## src/rtl/aud_i2s_player.sv

```systemverilog
// -----------------------------------------------------------------------------
// aud_i2s_player
//
// Serialises a signed DATA_W-bit sample from the audio DSP stage onto the
// WM8731 DACDAT line in I2S format. The codec bit clock (BCLK) is the only clock.
// The codec's DAC LR clock frames the slots: low = left, high = right.
// Each slot's MSB goes out one BCLK after the LRCK edge (the I2S delay slot).
//
// A new sample and the mute request are captured only at left-slot starts.
// Both halves of a frame therefore always carry the same data and mute setting.
//
// Ports
//   i_clk         codec bit clock; all logic on its rising edge
//   i_rst         asynchronous, active-high reset
//   i_daclrck     codec DAC LR clock (0 = left slot, 1 = right slot)
//   i_en          sample valid from the DSP stage
//   i_dac_data    signed sample from the DSP stage
//   i_mute        force zero output, takes effect at the next left slot
//   o_aud_dacdat  registered serial data to the codec
//   o_active      high while a slot's DATA_W data bits are being driven
//   o_underrun    1-cycle pulse: a left slot started without a valid sample
//   o_frame_err   1-cycle pulse: an LRCK edge cut a slot short
//   o_frame_cnt   count of left-slot starts, wraps at 16 bits
//
// Parameters
//   DATA_W        sample width and number of bits sent per slot
//   CHANNEL_MODE  0 = sample on both slots, 1 = left only (right sends zeros)
// -----------------------------------------------------------------------------
module aud_i2s_player #(
  parameter int DATA_W       = 16,
  parameter int CHANNEL_MODE = 0
) (
  input  logic              i_clk,
  input  logic              i_rst,
  input  logic              i_daclrck,
  input  logic              i_en,
  input  logic [DATA_W-1:0] i_dac_data,
  input  logic              i_mute,
  output logic              o_aud_dacdat,
  output logic              o_active,
  output logic              o_underrun,
  output logic              o_frame_err,
  output logic [15:0]       o_frame_cnt
);

  localparam int CNT_W = $clog2(DATA_W + 1);

  typedef enum logic [1:0] {
    S_IDLE,
    S_SHIFT,
    S_HOLD
  } state_t;

  state_t              state_q, state_d;
  logic                lrck_q;
  logic [DATA_W-1:0]   sample_q;
  logic [DATA_W-1:0]   shift_q;
  logic                mute_q;
  logic [CNT_W-1:0]    bit_cnt_q;

  logic                lrck_edge;
  logic                lrck_fall;
  logic                lrck_rise;
  logic                load_left;
  logic                load_right;
  logic                shift_en;
  logic                abort;
  logic [DATA_W-1:0]   sample_d;
  logic [DATA_W-1:0]   load_word;

  // The edge is seen one BCLK late because it is compared with the registered
  // copy. That delay is the I2S one-bit offset, so nothing else has to create it.
  assign lrck_edge = (i_daclrck != lrck_q);
  assign lrck_fall = lrck_edge & ~i_daclrck;
  assign lrck_rise = lrck_edge &  i_daclrck;

  // NOTE: every signal written in always_comb gets a default first, so no path
  // leaves it unassigned and no latch is inferred.
  always_comb begin
    state_d    = state_q;
    load_left  = 1'b0;
    load_right = 1'b0;
    shift_en   = 1'b0;

    unique case (state_q)
      S_IDLE: begin
        // Only a left slot starts playback, so frames always begin on the left.
        if (lrck_fall) begin
          load_left = 1'b1;
          state_d   = S_SHIFT;
        end
      end

      S_SHIFT: begin
        if (lrck_edge) begin
          load_left  = lrck_fall;
          load_right = lrck_rise;
        end else if (bit_cnt_q == CNT_W'(1)) begin
          state_d = S_HOLD;
        end else begin
          shift_en = 1'b1;
        end
      end

      S_HOLD: begin
        if (lrck_edge) begin
          load_left  = lrck_fall;
          load_right = lrck_rise;
          state_d    = S_SHIFT;
        end
      end

      default: state_d = S_IDLE;
    endcase
  end

  // An edge is early only while bits beyond the current one are still owed.
  assign abort = (state_q == S_SHIFT) && lrck_edge && (bit_cnt_q > CNT_W'(1));

  // When i_en is low the previous sample is repeated.
  assign sample_d = i_en ? i_dac_data : sample_q;

  always_comb begin
    load_word = '0;
    if (load_left) begin
      // Mute uses the value being captured now, so it covers this whole frame.
      load_word = i_mute ? '0 : sample_d;
    end else if (load_right) begin
      load_word = (mute_q || (CHANNEL_MODE != 0)) ? '0 : sample_q;
    end
  end

  // NOTE: sequential state uses non-blocking assignments only. All registers
  // then update together at the clock edge, whatever the statement order.
  always_ff @(posedge i_clk or posedge i_rst) begin
    if (i_rst) begin
      state_q      <= S_IDLE;
      lrck_q       <= 1'b0;
      sample_q     <= '0;
      shift_q      <= '0;
      mute_q       <= 1'b0;
      bit_cnt_q    <= '0;
      o_aud_dacdat <= 1'b0;
      o_active     <= 1'b0;
      o_underrun   <= 1'b0;
      o_frame_err  <= 1'b0;
      o_frame_cnt  <= '0;
    end else begin
      lrck_q      <= i_daclrck;
      state_q     <= state_d;
      o_underrun  <= load_left & ~i_en;
      o_frame_err <= abort;

      if (load_left) begin
        sample_q    <= sample_d;
        mute_q      <= i_mute;
        o_frame_cnt <= o_frame_cnt + 16'd1;
      end

      // The MSB goes straight to the output register. The shift register keeps
      // only the bits that are still owed.
      if (load_left || load_right) begin
        o_aud_dacdat <= load_word[DATA_W-1];
        shift_q      <= load_word << 1;
        bit_cnt_q    <= CNT_W'(DATA_W);
        o_active     <= 1'b1;
      end else if (shift_en) begin
        o_aud_dacdat <= shift_q[DATA_W-1];
        shift_q      <= shift_q << 1;
        bit_cnt_q    <= bit_cnt_q - CNT_W'(1);
      end else begin
        o_aud_dacdat <= 1'b0;
        o_active     <= 1'b0;
      end
    end
  end

endmodule

```

## config.mk

```make
export PLATFORM = sky130hd
export DESIGN_NAME = aud_i2s_player
export DESIGN_NICKNAME = d
export VERILOG_FILES = /design/src/rtl/aud_i2s_player.sv
export SDC_FILE = /design/constraint.sdc
export NUM_CORES = 1
export LEC_CHECK = 0
export CAP_MARGIN = 0
export CORE_MARGIN = 5
export CORE_UTILIZATION = 55
export DETAILED_ROUTE_END_ITERATION = 7
export PLACE_DENSITY = 0.82
export SLEW_MARGIN = 10
export SYNTH_ARGS = -nofsm -noshare
export SYNTH_HDL_FRONTEND = slang
export SYNTH_SLANG_ARGS = --single-unit
```

## constraint.sdc

```tcl
create_clock -name i_clk -period 2.7 [get_ports i_clk]
set_input_delay 0.405 -clock i_clk [delete_from_list [all_inputs] [get_ports i_clk]]
set_output_delay 0.405 -clock i_clk [all_outputs]
set_load 0.1 [all_outputs]
```

; ---- Word level (Yosys, flattened, before mapping)
; Index checks and enable logic that the tools add are counted.
[classes]
n_mux = 26
magnitude_cmp = 1
n_eq_ne = 9
n_reduce_logical = 7
bitwise_logic = 5
n_addsub = 2
[ops]
columns = operator, n
row1 = $mux 16, 7
row2 = $add 16x1->16 const B, 1
row3 = $mux 1, 11
row4 = $mux 5, 2
row5 = $mux 2, 4
row6 = $ne 2x2->1 const B, 4
row7 = $pmux 2 s3, 1
row8 = $eq 5x1->1 const B, 1
row9 = $gt 5x1->1 const B, 1
row10 = $sub 5x1->5 const B, 1
row11 = $reduce_and 4->1, 1
row12 = $and 1x1->1, 3
row13 = $eq 2x1->1 const B, 1
row14 = $eq 2x2->1 const B, 1
row15 = $logic_and 1x1->1, 2
row16 = $logic_not 2->1, 1
row17 = $ne 2x1->1 const B, 1
row18 = $not 1->1, 2
row19 = $pmux 1 s2, 1
row20 = $reduce_bool 2->1, 1
row21 = $reduce_or 2->1, 1
row22 = $logic_or 1x1->1, 1
row23 = $ne 1x1->1, 1
[word_totals]
out_inout_bits = 20
inputBits = 21
regBits = 61

; ---- Depth between registers and ports, before layout
[logic_depth]
word_depth = 7
mapped_depth = 8

; ---- Worst setup path after synthesis
; Ideal clock, no wire load.
[synth_timing]
path_kind = register -> register
from = register o_frame_cnt[0]
to = register o_frame_cnt[12]
slack_ns = 0.441
stages_incl_launch_ff = 6
setup_ns = 0.162
arrival_time_ns = 2.097
cell_sequence = dfrtp_1 > ha_1 > nand3_1 > or4_1 > nor3_1 > xor2_1
[synth_between]
elab_chain_len = 1
[synth_rtl]
columns = item, line
row1 = from (decl), 43  ; output logic [15:0] o_frame_cnt
row2 = from (signal assigned), 157  ; o_frame_cnt <= o_frame_cnt + 16'd1;
row3 = $add 16x1->16, 157
; Every way passes these cells.
; A chain may end at the register's enable or synchronous reset.

; ---- Worst setup path after layout
[layout_timing]
from = input i_daclrck
to = register o_frame_cnt[11]
[layout_between]
elab_chain_len = 4
[layout_rtl]
columns = item, line
row1 = from (decl), 35  ; input logic i_daclrck,
row2 = $ne 1x1->1 / $not 1->1 (equally long branches), "73, 74"
row3 = $and 1x1->1, 74  ; assign lrck_fall = lrck_edge & ~i_daclrck;
row4 = "$mux 1, on equally long branches", "95, 106, 88"
row5 = $pmux 1 s2 *, 85  ; unique case (state_q)
; Mark *: on every way between the ends. The rest lies on a longest branch, timed or not.

==> Flow_metrics.wiki <==
{| class="wikitable"
! Metric !! Value
|-
| Result of the run || completed
|-
| Required @ worst endpoint || 2.95 ns
|-
| Total cell area at the placement stage || 3485 µm²
|-
| Clock-pin slew of the registers on the worst-case setup and hold paths || 0.06 ns
|-
| Placed wire-length estimate after detailed placement || 4456 µm
|-
| Standard cell with the maximum stage delay on the critical path || or4_1
|-
| Standby leakage power || 1.631 nW
|-
| Clock Latency Late Sink || 0.33 ns
|-
| Largest area contributor in the synthesized netlist || dfrtp_1
|-
| Min cycle time layout || 2.148 ns
|-
| Worst setup path category || input pin to flop
|-
| Final setup violating endpoints || 0
|-
| Residual DRC || 0
|-
| Clock Path Buffers || 2
|-
| Total CTS buffers || 9
|-
| Yosys Warn Count || 0
|-
| Deepest level of the CTS H-tree || 3
|-
| Fmax || 0.4656 GHz
|-
| Buffers inserted during post-CTS setup optimization || 0
|-
| Chip height || 83.91 µm
|-
| Post-synth top flop || dfrtp_1
|-
| Post-CTS Hold Buffers || 0
|-
| Wire length the detailed router placed on met1 || 2807 µm
|-
| Per-instance average area after synthesis || 10.69 µm²
|-
| Via count of the first global-routing pass || 2370
|-
| Sink count of the clock tree || 60
|-
| Instance count along the most critical hold path || 1
|-
| Total routed wirelength || 6236 µm
|-
| Floorplan die area || 7040 µm²
|-
| Peak per-stage delay on the critical path || 0.71 ns
|-
| Kind of capture point of the worst setup path || flop
|-
| Final cell count without fillers || 407
|-
| Routability congestion estimate || 0.8738
|-
| Cell Pwr Density || 1077 nW/µm²
|-
| Number of enable-type register cells in the synthesized netlist || 0
|-
| Layout overhead on the synthesized area || 21.62%
|-
| Post-synth top area share || 49.98%
|-
| DR top layer || met4
|-
| Post-route setup TNS || 0 ns
|-
| Largest fanout on the critical path || 7
|-
| Diode insertion count for antenna repair || 0
|-
| Overall fraction of global-route tracks in use || 19.54%
|-
| Slew @ Worst Pin || 0.6645 ns
|-
| Place WS || 0.2019 ns
|-
| Share of synthesized flip-flops with an asynchronous set or reset || 100.0%
|-
| Crit path arrival time || 2.40 ns
|-
| Classification of the worst-slack hold path || flop to flop
|-
| Hold path endpoint || o_frame_cnt[15]
|-
| Synthesized instance count || 281
|-
| Launching point of the worst reg2reg path || state_q[0]
|-
| Residual antenna-violating net count after detailed routing || 0
|-
| Number of placement rows || 27
|-
| DR iter-0 viols || 99
|-
| Filler cell count || 441
|-
| Number of max-cap violations || 0
|-
| Share of cells above drive strength 1 || 21.19%
|-
| Cell count after placement || 392
|-
| Number of failing hold endpoints at the final stage || 0
|-
| Antenna violations before repair || 0
|-
| Sequential share of the synthesized area || 49.98%
|-
| Worst flop-to-flop path endpoint || o_frame_cnt[11]
|-
| Period utilization || 79.55%
|-
| Resized Gates After CTS || 0
|-
| Chip width || 83.91 µm
|-
| Synth Register Bits || 60
|-
| Global-route wire length before repair || 10950 µm
|-
| Worst Slack Setup Final || 0.5520 ns
|-
| Synth unique cells || 43
|-
| Startpoint of the most critical setup path || i_daclrck
|-
| Routed wl met2 || 3108 µm
|-
| Top post-synthesis cells by count || 60 x dfrtp_1, 25 x nand2_1, 18 x o211ai_1, 17 x o21ai_0, 16 x inv_1
|-
| Maximum number of pins on one net before global-route repair || 32
|-
| CTS tree || yes
|-
| Library cell with the highest instance count after synthesis || dfrtp_1
|-
| Routed wire length on met3 || 226 µm
|-
| Setup repair after global routing missed its margin || false
|-
| Max transition margin || 55.63%
|-
| Number of nets produced by synthesis || 312
|-
| Design Power || 3.935 mW
|-
| Final Max Slew Viols || 0
|-
| Initial standard-cell utilization of the core || 55.58%
|-
| Iteration count of the initial detailed-routing pass || 5
|-
| Fin Clk Skew || 0.006901 ns
|-
| Top cells by area, synth || dfrtp_1 50%, o211ai_1 4.5%, mux2_2 4.5%, ha_1 4.2%, xnor2_1 3.5%
|-
| R2r setup slk || 0.56 ns
|-
| Total number of vias || 2263
|-
| Clock Tree Root || clkbuf_8
|-
| Startpoint class of the critical path || input pin
|-
| Port Buffers || 40
|-
| Maximum vdd drop || 0.6464 mV
|-
| Cell area after synthesis || 3004 µm²
|-
| Critical-path cell list || clkdlybuf4s50_1 -> inv_1 -> ha_1 -> nand2b_1 -> or4_1 -> nor3_2 -> xor2_1
|-
| Total non-filler cell area in the finished layout || 3654 µm²
|-
| CORE AREA || 5405 µm²
|-
| Routed len/inst || 15.32 µm
|-
| HP Start || o_frame_cnt[15]
|-
| Net count, final || 362
|-
| Via density per instance || 5.560
|-
| Cell count of the worst reg-to-reg path || 6
|-
| Number of I/O pins || 41
|-
| Total global routing overflow || 0
|}
==> metal layers <==
layer	up-vias	GRT usage, %
li1	1111	-
met1	1108	24.21
met2	36	31.81
met3	8	4.837
met4	0	9.503
met5	-	0
==> cells in the final DEF, fill, tap and decap left out, types with 7 or more instances in the layout <==
master / count
clkbuf_8: 11
inv_1: 15
nand4_1: 9
xnor2_1: 12
o211ai_1: 18
clkdlybuf4s50_1: 20
buf_4: 31
nor2_1: 15
nand3_1: 8
xor2_1: 7
nand2_1: 25
ha_1: 10
o21ai_0: 17
mux2_2: 12
dfrtp_1: 60
==> cell families after synthesis <==
logic type	Yosys count	share of synthesized area (%)
simple gates	87	16.37
compound gates	60	13.87
flops	60	49.98
buf+inv	29	4.082
xor+xnor	19	5.539
mux	16	5.997
fa+ha+maj	10	4.165
==> how the worst max path moves through the flow <==
stage,end,slack [ns],cells past startpoint
global route,shift_q[4],0.39,7
detailed placement,o_frame_cnt[11],0.20,7
finish,o_frame_cnt[11],0.55,7
global placement,o_frame_cnt[15],0.29,7
CTS,o_frame_cnt[11],0.56,6
floorplan,o_frame_cnt[12],0.44,5
==> state kept, by name, summed over array words and instances, names as in the netlist, 2 cells and up <==
signal / cells
shift_q: 15
bit_cnt_q: 5
sample_q: 16
state_q: 2
o_frame_cnt: 16
==> layout make-up <==
| type | count | area [µm²] | share of cell area [%] |
|---|---|---|---|
| Tap cell | 72 | 90.09 | 2.466 |
| Clock buffer | 13 | 158.9 | 4.349 |
| Timing Repair Buffer | 52 | 452.9 | 12.40 |
| Clock inverter | 2 | 10.01 | 0.2740 |
| Multi-Input combinational cell | 192 | 1380 | 37.77 |
| Sequential cell | 60 | 1501 | 41.10 |
| Inverter | 16 | 60.06 | 1.644 |
==> critical path, delay by kind of cell <==
| family | cells | cell delay (ns) |
|---|---|---|
| xor+xnor | 1 | 0.17 |
| fa+ha+maj | 1 | 0.19 |
| buf+inv | 2 | 0.51 |
| simple gates | 3 | 1.11 |
==> power breakdown <==
group          switching [mW]  internal, mW  leakage, nW
clock                   0.317         0.375       0.0893
sequential              0.225          1.23        0.735
combinational            1.14         0.652        0.807
total                    1.68          2.26         1.63
==> stage by stage <==
| step | hold WS [ns] | utilization, % |
|---|---|---|
| floorplan | 0.4364 | - |
| global placement | 0.4590 | 64.47 |
| finish | 0.4633 | 67.59 |
| global route | 0.4817 | 67.59 |
| detailed placement | 0.4595 | 64.47 |
| CTS | 0.4709 | 67.59 |
(Power assumes the default switching activity.)
==> edit 1: new RTL, config.mk and constraints unchanged <==
Set the parameter `CHANNEL_MODE` to 1 (it was 0). Comments in the files are not updated.
--- a/src/rtl/aud_i2s_player.sv
+++ b/src/rtl/aud_i2s_player.sv
@@ -30,3 +30,3 @@
   parameter int DATA_W       = 16,
-  parameter int CHANNEL_MODE = 0
+  parameter int CHANNEL_MODE = 1
 ) (
Formal check against the unedited RTL: not equivalent (Yosys sat finds a counterexample within 4 cycles, from zero or initial values and one cycle with i_rst high).
==> edit 1 against the unedited design <==
  * Final area decreased by 4.0%
  * Total power about the same
  * Fmax decreased by 2.8%
  * Die area decreased by 3.8%
  * Sequential cell count decreased by 1
  * Routed wire length decreased by 9.8%
  * Area after synthesis decreased by 4.3%
  * Clock skew decreased by 0.0013 ns
  * Largest power group unchanged
  * Non-clock buffer count decreased by 5
  * Count of clock-buffer cells in the layout increased by 1
  * Synthesized cell count decreased by 6.4%
  * Setup slack got worse by 0.061 ns
  * Critical path depth decreased by 1
==> edit 1: results (changes against the unedited design) <==
stage	metric	value	unit	change
place	Cell Area, Placed	3320	um^2	-4.8%
logic_synthesis	top cells by count, synth	dfrtp_1 (59), nor2_1 (38), mux2i_1 (17)		
cts	CTS H-tree depth	3		unchanged
global_route	GRT Overall Usage	0.194		-0.00154
routing	total number of vias	2059		-9.0%
cts	cts hold-fix bufs	0		unchanged
sta	final hold slack	0.470	ns	+0.00632 ns
routing	drt first pass iters	4		-1
setup_path	FF-to-FF End	shift_q[12]$_DFFE_PP0P_		
sta	clock skew	0.00560	ns	-0.00130 ns
setup_path	slowest CP cell	or4b_1		
layout	FILL cells	383		-13%
layout	largest registers	o_frame_cnt x16, sample_q x16, shift_q x15		
place	DP Cell Count	366		-6.6%
global_route	largest net degree at the start of global routing	32		unchanged
power_and_ir_drop	Psw	1.59	mW	-5.1%
setup_path	WP data arrival	2.43	ns	+0.03 ns
logic_synthesis	sequential cell area fraction in the yosys report	0.514		+0.0139
routing	vias per inst	5.39		-3.1%
setup_path	CP max FO	15		+8
routing	wire length per cell	14.7	um	-3.9%
setup_path	max incr delay on CP	0.54	ns	-0.17 ns
setup_path	Worst R2R Path Depth	6		unchanged
sta	worst-margin pin slew	0.624	ns	-0.0409 ns
logic_synthesis	Gate Count Post-Synth	263		-6.4%
cts	total CTS buffers	9		unchanged
logic_synthesis	syn_nets	294		-5.8%
layout	post-layout net count	338		-6.6%
status	status	completed		
cts	post_cts resized	0		unchanged
power_and_ir_drop	Static Leakage	1.68	nW	+3.0%
global_route	first-pass GRT wire length	9920	um	-9.5%
cts	Worst-path clk slew	0.06	ns	about the same
layout	share of layout cells above drive strength 1	0.157		-0.0549
worst_hold_path	Hold Path Class	input pin to asynchronous set/reset pin		
routing	Initial DRC Count	88		-11%
place	HPWL Detailed	4060	um	-8.8%
setup_path	top cell family by delay on the critical path	simple AND/OR/NAND/NOR gates		
place	setup slack at placement	0.167	ns	-0.0350 ns
place	RD Place Congestion	0.841		-3.8%
logic_synthesis	Synth area leaders	dfrtp_1 (51%), mux2i_1 (5.9%), nor2_1 (5.0%), o211a_1 (4.5%), ha_1 (4.4%)		
setup_path	Crit. Startpoint	bit_cnt_q[1]$_DFFE_PP0P_		
power_and_ir_drop	VDD IR max	0.000836	V	+29%
==> edit 1: changes by cell type in the layout (fill, tap and decap cells not counted), sizes merged, moves of 7 or more <==
cell    change
inv         -7
nor2       +22
mux2        -9
o211a      +13
nand2      -16
o21ai      -16
nor3        -7
mux2i      +14
o22a       +12
o211ai     -17
a21oi      +13
==> edit 1: final cells by class <==
cell class / instances / area [um^2] / area share
flip-flops and latches: 59 / 1480 / 0.421
well taps: 70 / 87.6 / 0.0250
multi-input cells: 181 / 1310 / 0.372
repair buffers: 47 / 415 / 0.118
inverters: 9 / 33.8 / 0.00964
clock inverters: 2 / 35.0 / 0.00999
clock buffers: 14 / 153 / 0.0435
==> edit 1: worst max-delay path by stage <==
stage                                        endpoint  slack (ns)  cells past startpoint
after floorplan           o_frame_cnt[15]$_DFFE_PP0P_        0.39                      5
after global placement         shift_q[5]$_DFFE_PP0P_        0.20                      7
after detailed placement       shift_q[5]$_DFFE_PP0P_        0.17                      7
after CTS                      shift_q[5]$_DFFE_PP0P_        0.48                      6
after global routing           shift_q[5]$_DFFE_PP0P_        0.35                      6
final                         shift_q[12]$_DFFE_PP0P_        0.49                      6
==> edit 1: layer usage <==
metal | vias to the layer above | track usage | routed length [um]
met5 | - | 0 | 0
met4 | 0 | 0.103 | 108
met3 | 10 | 0.0412 | 177
met2 | 40 | 0.294 | 2680
met1 | 997 | 0.260 | 2660
li1 | 1012 | - | -
==> edit 1: power by group through the flow <==
stage	clock (mW)	combinational, mW	sequential (mW)
2_1_floorplan	0	1.01	1.80
3_3_place_gp	0	1.67	1.44
3_5_place_dp	0	1.73	1.46
4_1_cts	0.795	1.73	1.45
5_1_grt	0.837	1.87	1.49
6_report	0.774	1.71	1.45
==> edit 1: worst reg2reg max path, delay by kind of cell (launching register included) <==
kind,cells,cell delay (ns)
AO/OA/AOI/OAI,1,0.31
adder cells (fa/ha/maj),1,0.17
buffers and inverters,1,0.08
flip-flops,1,0.40
AND/OR/NAND/NOR,3,1.14
==> edit 1: cells by family (layout without fill, tap and decap cells) <==
kind of cell / count (synthesis) / in the layout / share of synthesized area
and+or+nand+nor: 80 / 80 / 0.138
DFF: 59 / 59 / 0.514
AOI/OAI and AO/OA: 51 / 51 / 0.138
buffers and inverters: 23 / 72 / 0.0331
muxes: 21 / 21 / 0.0749
xor gates and xnor gates: 19 / 19 / 0.0579
adders and majority gates: 10 / 10 / 0.0435
==> edit 2: new RTL, config.mk and constraints unchanged <==
Without the edit above. Remove the register `o_underrun`: a continuous assignment takes its place, so the output `o_underrun` follows one clock earlier. Comments in the files are not updated.
--- a/src/rtl/aud_i2s_player.sv
+++ b/src/rtl/aud_i2s_player.sv
@@ -144,3 +144,2 @@
       o_active     <= 1'b0;
-      o_underrun   <= 1'b0;
       o_frame_err  <= 1'b0;
@@ -150,3 +149,2 @@
       state_q     <= state_d;
-      o_underrun  <= load_left & ~i_en;
       o_frame_err <= abort;
@@ -177,2 +175,4 @@
 
+  assign o_underrun = load_left & ~i_en;
+
 endmodule
Formal check against the unedited RTL: not equivalent (Yosys sat finds a counterexample within 4 cycles, from zero or initial values and one cycle with i_rst high).
==> edit 2 against the unedited design <==
  * Sequential share of layout area shrank 0.84 points
  * Sequential cell count decreased by 1
  * Routed wire length rose by 3.3%
  * Final area up 0.38%
  * Critical path depth unchanged
  * Total power increased by 3.1%
  * Via count up 1.5%
  * Setup slack got worse by 0.15 ns
  * Final cell count decreased by 1.2%
  * Area after synthesis down 0.83%
  * Critical path type is now input pin to output pin
  * Largest cell class unchanged
==> edit 2: results (changes against the unedited design) <==
stage	metric	value	unit	change
setup_path	CP max FO	10		+3
logic_synthesis	FFs w/ async S/R, synth	1.00		unchanged
routing	drt first pass iters	4		-1
layout	share of layout cells above drive strength 1	0.217		+0.00493
status	status	completed		
sta	worst-margin pin slew	0.996	ns	+0.332 ns
routing	vias per inst	5.71		+2.8%
power_and_ir_drop	Static Leakage	1.63	nW	about the same
place	HPWL Detailed	4570	um	+2.6%
setup_path	top cell family by delay on the critical path	buffers and inverters		
sta	clock skew	0.00472	ns	-0.00218 ns
global_route	met2 Use GR	0.331		+0.0130
layout	post-layout net count	360		-0.55%
routing	DRT Wirelength	6440	um	+3.3%
sta	final hold slack	0.461	ns	-0.00262 ns
worst_hold_path	Hold Path Class	input pin to asynchronous set/reset pin		
cts	CTS H-tree depth	3		unchanged
place	Cell Area, Placed	3470	um^2	-0.50%
global_route	vias in the first global route	2396		+1.1%
place	setup slack at placement	0.0360	ns	-0.166 ns
global_route	M3 GR Usage	0.0444		-0.00395
setup_path	max incr delay on CP	0.47	ns	-0.24 ns
logic_synthesis	top cells by count, synth	dfrtp_1 (59), nand2_1 (25), o211ai_1 (18)		
logic_synthesis	sequential cell area fraction in the yosys report	0.496		-0.00420
global_route	GRT Overall Usage	0.196		+0.00104
routing	Initial DRC Count	100		+1.0%
setup_path	r2r startpoint	state_q[1]$_DFFE_PP0P_		
setup_path	worst setup path end	o_underrun		
place	DP Cell Count	388		-1.0%
cts	post-CTS setup buffers	0		unchanged
cts	Max Root-Sink Buffers	2		unchanged
global_route	first-pass GRT wire length	11000	um	about the same
setup_path	FF-to-FF setup slack	0.51	ns	-0.05 ns
logic_synthesis	most common cell in the netlist	dfrtp_1		
setup_path	slowest CP cell	clkdlybuf4s50_1		
global_route	initial antenna violation count	0		unchanged
setup_path	Worst R2R Path Depth	6		unchanged
routing	wire length per cell	16.0	um	+4.6%
logic_synthesis	syn_nets	311		-0.32%
power_and_ir_drop	VDD IR max	0.000777	V	+20%
setup_path	WP data arrival	1.90	ns	-0.50 ns
cts	post_cts resized	0		unchanged
place	RD Place Congestion	0.842		-3.7%
global_route	largest net degree at the start of global routing	34		+6.3%
global_route	met1 Use GR	0.232		-0.0102
setup_path	FF-to-FF End	shift_q[14]$_DFFE_PP0P_		
place	port buffer count	40		unchanged
logic_synthesis	Distinct cells, synth	43		unchanged
routing	DRT met1 WL	2740	um	-2.5%
routing	met2 wire len	3240	um	+4.2%
routing	met3 WL post-DR	334	um	+48%
layout	# diodes	0		unchanged
sta	maximum clock frequency	0.434	GHz	-6.7%
cts	clk_lat worst skew	0.33	ns	about the same
logic_synthesis	Synth area leaders	dfrtp_1 (50%), o211ai_1 (4.5%), mux2_2 (4.5%), ha_1 (4.2%), xnor2_1 (3.5%)		
logic_synthesis	Syn Area/Cell	10.6	um^2	-0.48%
cts	Worst-path clk slew	0.06	ns	about the same
[edit 2: area by class of cell]
class | count | area, um^2
fill | 377 | 1510
sequential | 59 | 1480
multi-input combinational | 192 | 1390
timing repair buffer | 51 | 458
clock buffer | 12 | 165
tap | 70 | 87.6
inverter | 16 | 60.1
clock inverter | 2 | 35.0
[edit 2: logic make-up after synthesis]
kind of cell | after synthesis | share of synthesized area
DFF | 59 | 0.496
buffers and inverters | 29 | 0.0412
muxes | 16 | 0.0605
xor gates and xnor gates | 19 | 0.0559
adders and majority gates | 10 | 0.0420
and+or+nand+nor | 87 | 0.165
AOI/OAI and AO/OA | 60 | 0.140
[edit 2: worst register-to-register path, cell delays in order (launching register included)]
cell and delay, ns:
dfrtp_1 0.41, inv_1 0.11, ha_1 0.38, nand2_1 0.08
nor3_1 0.77, o21ai_0 0.22, o211ai_1 0.14
[edit 2: power by group]
group	switching, mW	total (mW)	internal [mW]
combinational	1.14	1.80	0.656
clock	0.325	0.815	0.490
sequential	0.230	1.44	1.21
